## src/rtl/rr_arb_pkg.sv

```systemverilog
// Purpose: shared constants and state encoding for the round-robin one-hot arbiter.
// Latency: n/a (declarations only).
// Backpressure: n/a.
//
// Contents:
//   DEF_N_REQ  - default number of requesters
//   DEF_DATA_W - default requester data width
//   state_t    - arbiter FSM state (IDLE, GRANT)
package rr_arb_pkg;

  localparam int DEF_N_REQ  = 4;
  localparam int DEF_DATA_W = 2;

  typedef enum logic {
    IDLE  = 1'b0,
    GRANT = 1'b1
  } state_t;

endpackage : rr_arb_pkg

```

## src/rtl/rr_onehot_pick.sv

```systemverilog
// Purpose: circular priority pick - first set request at or after ptr, wrapping.
// Latency: combinational.
// Backpressure: none; pure function of req and ptr.
//
// Ports:
//   req  [N_REQ-1:0] - candidate request vector
//   ptr  [PTR_W-1:0] - index with highest priority this evaluation
//   pick [N_REQ-1:0] - one-hot winner, all zero when req is zero
module rr_onehot_pick #(
  parameter int N_REQ = 4,
  parameter int PTR_W = $clog2(N_REQ)
) (
  input  logic [N_REQ-1:0] req,
  input  logic [PTR_W-1:0] ptr,
  output logic [N_REQ-1:0] pick
);

  logic             found;
  logic [PTR_W-1:0] idx;

  // Walk the requesters starting at ptr; the modulo keeps the wrap correct
  // even when N_REQ is not a power of two.
  always_comb begin
    pick  = '0;
    found = 1'b0;
    idx   = '0;
    for (int k = 0; k < N_REQ; k++) begin
      idx = PTR_W'((int'(ptr) + k) % N_REQ);
      if (!found && req[idx]) begin
        pick[idx] = 1'b1;
        found     = 1'b1;
      end
    end
  end

endmodule : rr_onehot_pick

```

## src/rtl/rr_onehot_arbiter.sv

```systemverilog
// Purpose: round-robin arbiter with registered one-hot grant and registered data.
// Latency: 1 cycle req -> ovalid; back-to-back grants with no bubble.
// Backpressure: ovalid && !oready freezes grant, odata and ptr until accepted.
//
// Ports:
//   clk, rst_n            - clock, synchronous active-low reset
//   req [N_REQ-1:0]       - per-requester request, held until acked
//   idata0..idata3        - per-requester data
//   ack [N_REQ-1:0]       - combinational one-hot, high in the transfer cycle
//   grant [N_REQ-1:0]     - registered one-hot grant (zero when idle)
//   odata [DATA_W-1:0]    - registered data of the granted requester
//   ovalid / oready       - output handshake
module rr_onehot_arbiter
  import rr_arb_pkg::*;
#(
  parameter int N_REQ  = DEF_N_REQ,
  parameter int DATA_W = DEF_DATA_W
) (
  input  logic              clk,
  input  logic              rst_n,
  input  logic [N_REQ-1:0]  req,
  input  logic [DATA_W-1:0] idata0,
  input  logic [DATA_W-1:0] idata1,
  input  logic [DATA_W-1:0] idata2,
  input  logic [DATA_W-1:0] idata3,
  output logic [N_REQ-1:0]  ack,
  output logic [N_REQ-1:0]  grant,
  output logic [DATA_W-1:0] odata,
  output logic              ovalid,
  input  logic              oready
);

  localparam int PTR_W = $clog2(N_REQ);

  state_t            state_q, state_d;
  logic [N_REQ-1:0]  grant_q, grant_d;
  logic [DATA_W-1:0] odata_q, odata_d;
  logic [PTR_W-1:0]  ptr_q, ptr_d;

  logic [PTR_W-1:0]  gidx;
  logic [PTR_W-1:0]  ptr_after;
  logic [PTR_W-1:0]  pick_ptr;
  logic [N_REQ-1:0]  pick_req;
  logic [N_REQ-1:0]  pick;
  logic [DATA_W-1:0] pick_data;
  logic [DATA_W-1:0] idata_arr [4];
  logic              xfer;

  assign idata_arr[0] = idata0;
  assign idata_arr[1] = idata1;
  assign idata_arr[2] = idata2;
  assign idata_arr[3] = idata3;

  assign ovalid = (state_q == GRANT);
  assign grant  = grant_q;
  assign odata  = odata_q;
  assign xfer   = ovalid && oready;

  // Reset kills the pending transfer, so ack is suppressed while rst_n is low.
  assign ack = (rst_n && xfer) ? grant_q : '0;

  // Index of the current grant; grant_q is one-hot whenever this is used.
  always_comb begin
    gidx = '0;
    for (int i = 0; i < N_REQ; i++) begin
      if (grant_q[i]) gidx = PTR_W'(i);
    end
  end

  assign ptr_after = (gidx == PTR_W'(N_REQ - 1)) ? '0 : gidx + 1'b1;

  // In GRANT the picker looks ahead to the post-transfer choice so the next
  // grant can load on the same edge as the transfer. The current winner is
  // masked out because its req is still high during its own ack cycle.
  assign pick_req = (state_q == GRANT) ? (req & ~grant_q) : req;
  assign pick_ptr = (state_q == GRANT) ? ptr_after : ptr_q;

  rr_onehot_pick #(
    .N_REQ (N_REQ),
    .PTR_W (PTR_W)
  ) u_pick (
    .req  (pick_req),
    .ptr  (pick_ptr),
    .pick (pick)
  );

  // One-hot AND-OR data select under the picked vector.
  always_comb begin
    pick_data = '0;
    for (int i = 0; i < N_REQ; i++) begin
      pick_data = pick_data | ({DATA_W{pick[i]}} & idata_arr[i]);
    end
  end

  always_comb begin
    state_d = state_q;
    grant_d = grant_q;
    odata_d = odata_q;
    ptr_d   = ptr_q;
    case (state_q)
      IDLE: begin
        if (|req) begin
          state_d = GRANT;
          grant_d = pick;
          odata_d = pick_data;
        end
      end
      GRANT: begin
        // Without a transfer everything holds, which also makes the grant
        // sticky if the winner drops req early.
        if (xfer) begin
          ptr_d = ptr_after;
          if (|pick) begin
            grant_d = pick;
            odata_d = pick_data;
          end else begin
            state_d = IDLE;
            grant_d = '0;
          end
        end
      end
      default: begin
        state_d = IDLE;
        grant_d = '0;
      end
    endcase
  end

  always_ff @(posedge clk) begin
    if (!rst_n) begin
      state_q <= IDLE;
      grant_q <= '0;
      odata_q <= '0;
      ptr_q   <= '0;
    end else begin
      state_q <= state_d;
      grant_q <= grant_d;
      odata_q <= odata_d;
      ptr_q   <= ptr_d;
    end
  end

endmodule : rr_onehot_arbiter

```

## config.mk

```make
export PLATFORM = sky130hd
export DESIGN_NAME = rr_onehot_arbiter
export DESIGN_NICKNAME = d
export VERILOG_FILES = /design/src/rtl/rr_arb_pkg.sv /design/src/rtl/rr_onehot_pick.sv /design/src/rtl/rr_onehot_arbiter.sv
export SDC_FILE = /design/constraint.sdc
export NUM_CORES = 1
export LEC_CHECK = 0
export ABC_AREA = 1
export CAP_MARGIN = 30
export CELL_PAD_IN_SITES_DETAIL_PLACEMENT = 0
export CELL_PAD_IN_SITES_GLOBAL_PLACEMENT = 1
export CORE_AREA = 2 2 61 63
export DETAILED_ROUTE_END_ITERATION = 16
export DIE_AREA = 0 0 63 65
export PLACE_DENSITY = 0.72
export SYNTH_ARGS = -nofsm -noshare
export SYNTH_HDL_FRONTEND = slang
export SYNTH_SLANG_ARGS = --single-unit
export TNS_END_PERCENT = 30
```

## constraint.sdc

```tcl
create_clock -name clk -period 2.32 [get_ports clk]
set_clock_uncertainty 0.1 [all_clocks]
set_input_delay 0.232 -clock clk [delete_from_list [all_inputs] [get_ports clk]]
set_output_delay 0.232 -clock clk [all_outputs]
set_load 0.1 [all_outputs]
```

# [Word-level counts from Yosys, hierarchy flattened]
# Cells that the tools add are included.
[totals] input_bits=15 register_bits=9 out_inout_bits=11 wordCells=92
[classes] bitwise_logic=13 n_mux=42 reduce_logical=17 n_lt_le_gt_ge=8 addsub=4 eq_ne=4
[ops] cell="two-way mux 4 bit" count=9
[ops] cell="two-way mux 1 bit" count=15
[ops] cell="two-way mux 2 bit" count=7
[ops] cell="less-than comparator 2 x 3 -> 1 bit, second input constant" count=4
[ops] cell="bitwise OR 4 bit" count=3
[ops] cell="logical AND 1 bit" count=9
[ops] cell="AND 2 bit" count=4
[ops] cell="binary-select mux 1 bit (select 2 bit)" count=4
[ops] cell="demux 1 bit (select 2 bit)" count=4
[ops] cell=">= comparator 2 x 1 -> 1 bit, second input constant" count=4
[ops] cell="one-hot mux 4 bit (2 select lines)" count=1
[ops] cell="OR reduction 4 bit" count=2
[ops] cell="bitwise OR 2 bit" count=3
[ops] cell="adder 2 x 1 -> 2 bit, second input constant" count=2
[ops] cell="adder 2 bit, second input constant" count=2
[ops] cell="AND 4 bit" count=1
[ops] cell="inequality test 2 x 1 -> 1 bit, second input constant" count=2
[ops] cell="inverter 4 bit" count=1
[ops] cell="one-hot mux 2 bit (2 select lines)" count=1
[ops] cell="AND reduction 2 bit" count=2
[ops] cell="zero test 1 bit" count=3
[ops] cell="AND reduction 3 bit" count=1
[ops] cell="== test 2 bit, second input constant" count=1
[ops] cell="inequality test 2 bit, second input constant" count=1
[ops] cell="2 further kinds" count=2

# [Longest topological paths before layout]
# Gate-level depths: netlist of run 1.
[depth] ltp_word=25 mapped_depth=19 mapped_depth_nobuf=19

# [Hierarchy]
# A second synthesis of run 1 with hierarchy kept.
[unflattened] cells_unflattened=157 hier_area_um2=944.7
[by_module_without_submodules] module="rr_onehot_arbiter" seq_area_each_um2=180.2 cells_per_inst=84 area_per_inst_um2=545.5 n_inst=1
[by_module_without_submodules] module="rr_onehot_pick" seq_area_each_um2=0.0 cells_per_inst=73 area_per_inst_um2=399.1 n_inst=1

# [Worst setup path before layout of run 1]
# OpenSTA, ideal clock, no wires.
[synth_timing] path_type="register to output" from="reg state_q, in the netlist ovalid" to="out ack[0]" stages_incl_launch_ff=6 path_slack_ns=-0.746 arrival_time_ns=2.734 required_ns=1.988 n_path_buf=1 cell_sequence="dfxtp_1 buf_6 nand2_1 inv_1 nand2_1 nor2_1"
[synth_between] elab_chain_cells=3
[synth_lines] element="start: declaration" line_no="rr_onehot_arbiter.sv:35" source="state_t state_q, state_d;"
[synth_lines] element="start signal: assignment" line_no="rr_onehot_arbiter.sv:136" source="state_q <= state_d;"
[synth_lines] element="logical AND 1 bit" line_no="rr_onehot_arbiter.sv:57" source="assign xfer = ovalid && oready;"
[synth_lines] element="logical AND 1 bit" line_no="rr_onehot_arbiter.sv:60" source="assign ack = (rst_n && xfer) ? grant_q : '0;"
[synth_lines] element="two-way mux 4 bit" line_no="rr_onehot_arbiter.sv:60"
[synth_lines] element="end: declaration" line_no="rr_onehot_arbiter.sv:26" source="output logic [N_REQ-1:0] ack,"
# Every way passes these cells.

# [Worst setup path in the final report of run 1]
[layout_timing] from="reg grant_q[2], in the netlist grant[2]" to="reg odata_q[0], in the netlist odata[0]"
[layout_between] elab_chain_cells=24 word_cells_on_any_way=70 classes_between="4 x add/sub; 8 x order compare; 2 x eq/ne; 32 x mux; 12 x bitwise; 12 x reduce/logical"
[layout_lines] element="start: declaration" line_no="rr_onehot_arbiter.sv:36" source="logic [N_REQ-1:0] grant_q, grant_d;"
[layout_lines] element="start signal: assignment" line_no="rr_onehot_arbiter.sv:137" source="grant_q <= grant_d;"
[layout_lines] element="branches (longest 16 deep; another with less-than comparator 2 x 3 -> 1 bit)"
[layout_lines] element="two-way mux 4 bit (*)" line_no="rr_onehot_pick.sv:29" source="if (!found && req[idx]) begin"
[layout_lines] element="AND 2 bit" line_no="rr_onehot_arbiter.sv:91" source="pick_data = pick_data | ({DATA_W{pick[i]}} & idata_arr[i]);"
[layout_lines] element="bitwise OR 2 bit (3 in a row)" line_no="rr_onehot_arbiter.sv:91"
[layout_lines] element="two-way mux 2 bit" line_no="rr_onehot_arbiter.sv:113" source="if (|pick) begin"
[layout_lines] element="two-way mux 2 bit" line_no="rr_onehot_arbiter.sv:111" source="if (xfer) begin"
[layout_lines] element="one-hot mux 2 bit (2 select lines)" line_no="rr_onehot_arbiter.sv:100" source="case (state_q)"
[layout_lines] element="end signal: assignment" line_no="rr_onehot_arbiter.sv:138" source="odata_q <= odata_d;"
[layout_lines] element="end: declaration" line_no="rr_onehot_arbiter.sv:37" source="logic [DATA_W-1:0] odata_q, odata_d;"
# Mark *: on every way between the ends. The select of a mux whose other input is x is not followed.
# A chain may end at the register's enable or synchronous reset.

==> results of run 1 <==
[what timing repair did]
| action | 4_1_cts | 5_1_grt |
|---|---|---|
| buffers inserted | 0 | 20 |
| resized for setup | 0 | 31 |
| endpoints found under the setup margin | 0 | 3 |
| endpoints found under the hold margin | 0 | 0 |
[cell usage in the layout (no fill, tap or decap)]
| cell | netlist | routed |
|---|---|---|
| a21boi_1 | 2 | 1 |
| a21boi_2 | 0 | 1 |
| a21oi_1 | 5 | 3 |
| a21oi_2 | 0 | 2 |
| buf_12 | 0 | 4 |
| buf_4 | 0 | 30 |
| clkbuf_1 | 0 | 1 |
| clkbuf_2 | 0 | 1 |
| clkbuf_4 | 0 | 3 |
| clkdlybuf4s50_1 | 0 | 14 |
| clkinvlp_4 | 0 | 1 |
| dfxtp_1 | 9 | 4 |
| dfxtp_2 | 0 | 1 |
| dfxtp_4 | 0 | 4 |
| ha_1 | 4 | 2 |
| ha_4 | 0 | 2 |
| inv_1 | 20 | 17 |
| inv_2 | 3 | 1 |
| inv_4 | 1 | 2 |
| inv_6 | 0 | 3 |
| nand2_1 | 51 | 44 |
| nand2_2 | 5 | 10 |
| nand2_4 | 3 | 5 |
| nand2_8 | 1 | 1 |
| nand3_1 | 22 | 14 |
| nand3_2 | 7 | 10 |
| nand3_4 | 1 | 6 |
| nand3b_4 | 1 | 1 |
| nor2_1 | 14 | 9 |
| nor2_2 | 3 | 5 |
| nor2_4 | 1 | 4 |
| nor4_1 | 1 | 1 |
| o211ai_1 | 4 | 4 |
| o21ai_0 | 2 | 2 |
[layer usage]
metal	routed length, µm	vias up
li1	-	619
met1	1330	538
met2	1510	16
met3	67	4
met4	24	0
met5	0	-
[registers in the layout (all words and copies together) (netlist names)]
name and count:
grant 4, odata 2, ptr_q 2, ovalid 1
[per-stage QoR]
stage / setup TNS (ns) / instances / setup WS [ns]
global route: -0.111 / 261 / -0.0595
detailed placement: -0.00855 / 237 / -0.00430
global placement: 0 / 237 / 0.0219
finish: 0 / 261 / 0.0763
floorplan: 0 / 162 / 0.0104
CTS: 0 / 241 / 0.0459
[cell families after synthesis]
logic type | share of synthesized area, %
compound gates | 7.99
fa+ha+maj | 4.99
buf+inv | 10.9
flops | 18.0
simple gates | 58.2
[cell type report]
type / instances / share of cell area [%]
clock buffer: 4 / 1.52
tap: 48 / 3.47
timing repair buffer: 49 / 26.0
inverter: 24 / 6.58
sequential: 9 / 11.4
multi-input combinational: 127 / 51.0
[final timing paths]
check                                            from                     to  cells past startpoint
worst max register to register  grant[2]$_SDFFE_PN0P_  odata[0]$_SDFFE_PN0P_                     16
worst max-delay path            grant[2]$_SDFFE_PN0P_  odata[0]$_SDFFE_PN0P_                     16
worst min register to register  odata[0]$_SDFFE_PN0P_  odata[0]$_SDFFE_PN0P_                      2
worst min-delay path            odata[0]$_SDFFE_PN0P_  odata[0]$_SDFFE_PN0P_                      2
[worst max-delay path, stage by stage, from the launching register on]
cell and delay (ns):
dfxtp_4 0.37, inv_6 0.05, nand2_4 0.06, nand3_4 0.11, nand2_8 0.13, ha_4 0.21
inv_1 0.06, nand3_2 0.08, nand2_4 0.11, nor2_4 0.04, buf_4 0.16, nand3_2 0.10
nand3b_4 0.11, nor2_4 0.15, nand3_4 0.11, a21oi_2 0.14, nor2_1 0.05
==> results.json, run 1 <==
{
  "syn-instance-count": 162,
  "met2_usage_pct": 22.6,
  "crit_fanout": 8,
  "crit_type": "reg -> reg",
  "final-setup-viol-count": 0,
  "yosysSeqAreaShare_pct": 18.0,
  "rsz0062_at_grt": "true",
  "coreArea_um2": 3500,
  "diodes": 0,
  "ys_types": 23,
  "multiInputGateArea_um2": 882,
  "via_per_inst": 4.51,
  "vias": 1177,
  "grt_pass1_wl_um": 4400,
  "portBuffers": 25,
  "critical_path_arrival_ns": 2.31,
  "row_count": 22,
  "ys_top_cells_by_area": "nand2_1 19%, dfxtp_1 18%, nand3_1 11%, inv_1 7.5%, nand3_2 7.0%",
  "synth_top_area_share_pct": 19.1,
  "fp.dieW_um": 63,
  "status": "finished clean",
  "antenna_found_initial": 0,
  "drc_errors": 0,
  "use_met3_pct": 1.39,
  "grtUsageMet1_pct": 17.5,
  "netlist_top_cells_count": "51 x nand2_1, 22 x nand3_1, 20 x inv_1",
  "grt_busiest_layer": "met2",
  "dieHeight_um": 65,
  "tightest_slew_ns": 0.471,
  "grt_pass1_vias": 1004,
  "start_util_pct": 28.7,
  "synth_top_flop_cell": "dfxtp_1",
  "endpoint_kind": "flip-flop",
  "yosysTopAreaCell": "nand2_1",
  "dieArea_um2": 4100,
  "syn-num-nets": 181,
  "cts_inserted_buffers": 3,
  "ctsHoldBuffers": 0,
  "synth_edf_count": 0,
  "seqCellArea_um2": 196,
  "grt_overflow": 0,
  "dpl.hpwl_um": 2190,
  "finalInstanceArea_um2": 1730,
  "fin_nets": 233,
  "synth-seq-cells": 9,
  "ant_nets": 0,
  "startpoint_type": "flip-flop",
  "place_congestion": 0.802,
  "fin_crit_sh_pct": 96.7,
  "placed_area_um2": 1420,
  "clk_pin_slew_worst_paths_ns": 0.07,
  "rrSetupSlack_ns": 0.08,
  "routed_wl_um": 2930,
  "utilization_pct": 49.5,
  "grt.total_usage_pct": 13.2,
  "insertion_delay_ns": 0.26,
  "ioPinCount": 26,
  "worst_hold_slack_ns": 0.405,
  "cts_sinks": 9,
  "post_route_cells_drive_above_1_share_pct": 45.5,
  "grt_max_degree": 11,
  "htreeDepth": 1,
  "syn_to_final_growth_pct": 72.5,
  "drtIter0Drc": 45,
  "period_needed_ns": 2.24,
  "syn_area_um2": 1000,
  "yosys_warnings": 0,
  "slew_headroom_pct": 68.3,
  "hold_class": "reg -> reg",
  "maxCapViolCount": 0,
  "cts-root-buf": "clkbuf_4",
  "slew_violations": 0,
  "syn_avg_cell_area_um2": 6.19,
  "post_drt_wl_per_cell_um": 11.2,
  "fill_cells": 370,
  "cts_buffer_depth": 2,
  "ys_async_sr_fraction_pct": 0,
  "finalHoldViolCount": 0,
  "cts_tree": "done",
  "max_freq_ghz": 0.446,
  "drt_first_pass_iters": 4,
  "synth.most_common_cell": "nand2_1",
  "cp.required_ns": 2.38
}
Power of run 1 is not shown: default switching activity piles up to over one toggle a cycle in this logic, so the estimate is an artifact.
==> run 2, diff against run 1 <==
Settings changed: GPL_TIMING_DRIVEN set to 0, TNS_END_PERCENT 30 to not set.
==> run 2 against run 1 <==
Compared with the run above: highest routed layer unchanged; first-iteration DRC count decreased by 67%; count of clock-buffer cells in the layout is the same; final cell count down 2.7%; critical path depth is 1 higher; largest cell class unchanged; global-route usage down 0.11 points; die area did not move; routed wire length decreased by 4.5%; flip-flop and latch count did not move.
==> results.json, run 2 (synthesized netlist as in run 1, its figures left out) <==
{
  "crit_fanout": 7,
  "maxCapViolCount": 0,
  "layout_commonest_cell": "nand2_1",
  "fin_crit_sh_pct": 96.9,
  "insertion_delay_ns": 0.27,
  "timing.rr.end": "odata[0]$_SDFFE_PN0P_",
  "max_freq_ghz": 0.445,
  "fp.dieW_um": 63,
  "final_cell_mix": "45 x nand2_1, 20 x clkdlybuf4s50_1, 17 x inv_1, 17 x buf_4, 13 x nand3_1",
  "path_cells": "inv_4 -> nand2_4 -> nand3_4 -> nand2_4 -> inv_6 -> ha_4 -> inv_1 -> nand3_2 -> nand2_4 -> nor2_4 -> buf_4 -> nand3_2 -> nand3_4 -> nor2_4 -> nand3_4 -> a21oi_1 -> nor2_1",
  "post_route_cells_drive_above_1_share_pct": 39.8,
  "reg2reg_depth": 17,
  "ant_nets": 0,
  "cts_tree": "done",
  "fin_nets": 226,
  "coreArea_um2": 3500,
  "crit_path_max_incr_delay_ns": 0.39,
  "cts_buffer_depth": 2,
  "ioPinCount": 26,
  "path_delay_family": "simple AND/OR/NAND/NOR gates",
  "largest_register_ffs": 4,
  "drtIter0Drc": 15,
  "fin_cells": 254,
  "ctsHoldBuffers": 0,
  "hp-start": "rst_n",
  "cts_inserted_buffers": 3,
  "tightest_slew_ns": 0.968,
  "antenna_found_initial": 0,
  "slew_violations": 0,
  "grt.total_usage_pct": 13.1,
  "slew_headroom_pct": 35.3,
  "grt_pass1_wl_um": 4420,
  "cts_sinks": 9,
  "fill_cells": 367,
  "vias": 1160,
  "hold_depth": 3,
  "cts-root-buf": "clkbuf_4",
  "drt_first_pass_iters": 4,
  "htreeDepth": 1,
  "status": "finished clean",
  "post_drt_wl_per_cell_um": 11.0,
  "place_congestion": 0.773,
  "slowest_stage": "dfxtp_4",
  "rsz0062_at_grt": "true",
  "portBuffers": 24,
  "min_to": "odata[1]$_SDFFE_PN0P_",
  "via_per_inst": 4.57,
  "grt_overflow": 0,
  "seqCellArea_um2": 196,
  "dieHeight_um": 65,
  "start_util_pct": 28.7,
  "drc_errors": 0,
  "critical_path_arrival_ns": 2.31,
  "final-setup-viol-count": 0,
  "endpoint_kind": "flip-flop",
  "crit_type": "reg -> reg",
  "rrSetupSlack_ns": 0.07,
  "r2r-start": "grant[1]$_SDFFE_PN0P_",
  "grt_max_degree": 11,
  "hold_class": "in -> reg",
  "grt_pass1_vias": 1067,
  "dieArea_um2": 4100,
  "clk_pin_slew_worst_paths_ns": 0.06,
  "diodes": 0,
  "period_needed_ns": 2.25,
  "dpl.hpwl_um": 2110,
  "routed_wl_um": 2800,
  "finalHoldViolCount": 0,
  "placed_cells": 234,
  "cp_num_buf_inv": 4,
  "multiInputGateArea_um2": 893,
  "row_count": 22,
  "cp.required_ns": 2.38,
  "startpoint_type": "flip-flop",
  "syn_to_final_growth_pct": 66.4
}
## run 2: cell count changes in the layout (fill, tap and decap cells not counted), moves of 2 or more
cell             previous run  this run
inv_6                       3         1
a21oi_1                     3         5
buf_12                      4         0
clkdlybuf4s15_2             0         4
a21oi_2                     2         0
buf_4                      30        17
clkdlybuf4s50_1            14        20
## run 2: how the worst max path moves through the flow
stage | endpoint | start | cells after the start
floorplan | odata[0]$_SDFFE_PN0P_ | ovalid$_SDFF_PN0_ | 16
global placement | ack[0] | oready | 6
detailed placement | ack[3] | oready | 6
CTS | odata[0]$_SDFFE_PN0P_ | ovalid$_SDFF_PN0_ | 18
global route | odata[1]$_SDFFE_PN0P_ | grant[1]$_SDFFE_PN0P_ | 18
finish | odata[0]$_SDFFE_PN0P_ | grant[1]$_SDFFE_PN0P_ | 17
## run 2: layout make-up
class	instances	share of cell area, %
inverters	24	6.83
flip-flops and latches	9	11.8
plain buffers	1	0.300
multi-input cells	127	53.6
repair buffers	41	22.4
clock buffers	4	1.58
well taps	48	3.60
## run 2: metal layers
metal  share of wire (%)  wire [µm]  vias up  GRT usage, %
met2                  50       1390       20          24.1
li1                    -          -      605             -
met4                 1.1         30        0          3.33
met3                 2.2         61        5          1.04
met5                   0          0        -             0
met1                  47       1310      530          16.4
## run 2: worst reg2reg max path: stages, from the launching register on
cell     delay, ns
dfxtp_4       0.39
inv_4         0.05
nand2_4       0.07
nand3_4       0.07
nand2_4       0.10
inv_6         0.06
ha_4          0.22
inv_1         0.06
nand3_2       0.07
nand2_4       0.10
nor2_4        0.04
buf_4         0.15
nand3_2       0.09
nand3_4       0.12
nor2_4        0.15
nand3_4       0.09
a21oi_1       0.14
nor2_1        0.06
## run 2: timing repair
item	CTS	global route
endpoints found under the setup margin	4	3
gates resized for setup	12	34
pin swaps	0	26
setup buffers	0	17
## run 2: per-stage QoR
stage	util, %	cell area, µm²	setup slack [ns]	setup TNS (ns)	hold WS, ns
detailed placement	39.5	1380	-0.341	-1.44	0.377
global route	47.7	1670	-0.0687	-0.137	0.207
finish	47.7	1670	0.0719	0	0.184
floorplan	-	1080	0.0104	0	0.344
CTS	40.4	1410	0.00372	0	0.181
global placement	39.5	1380	-0.354	-1.39	0.359
Power of run 2 is left out for the same reason.
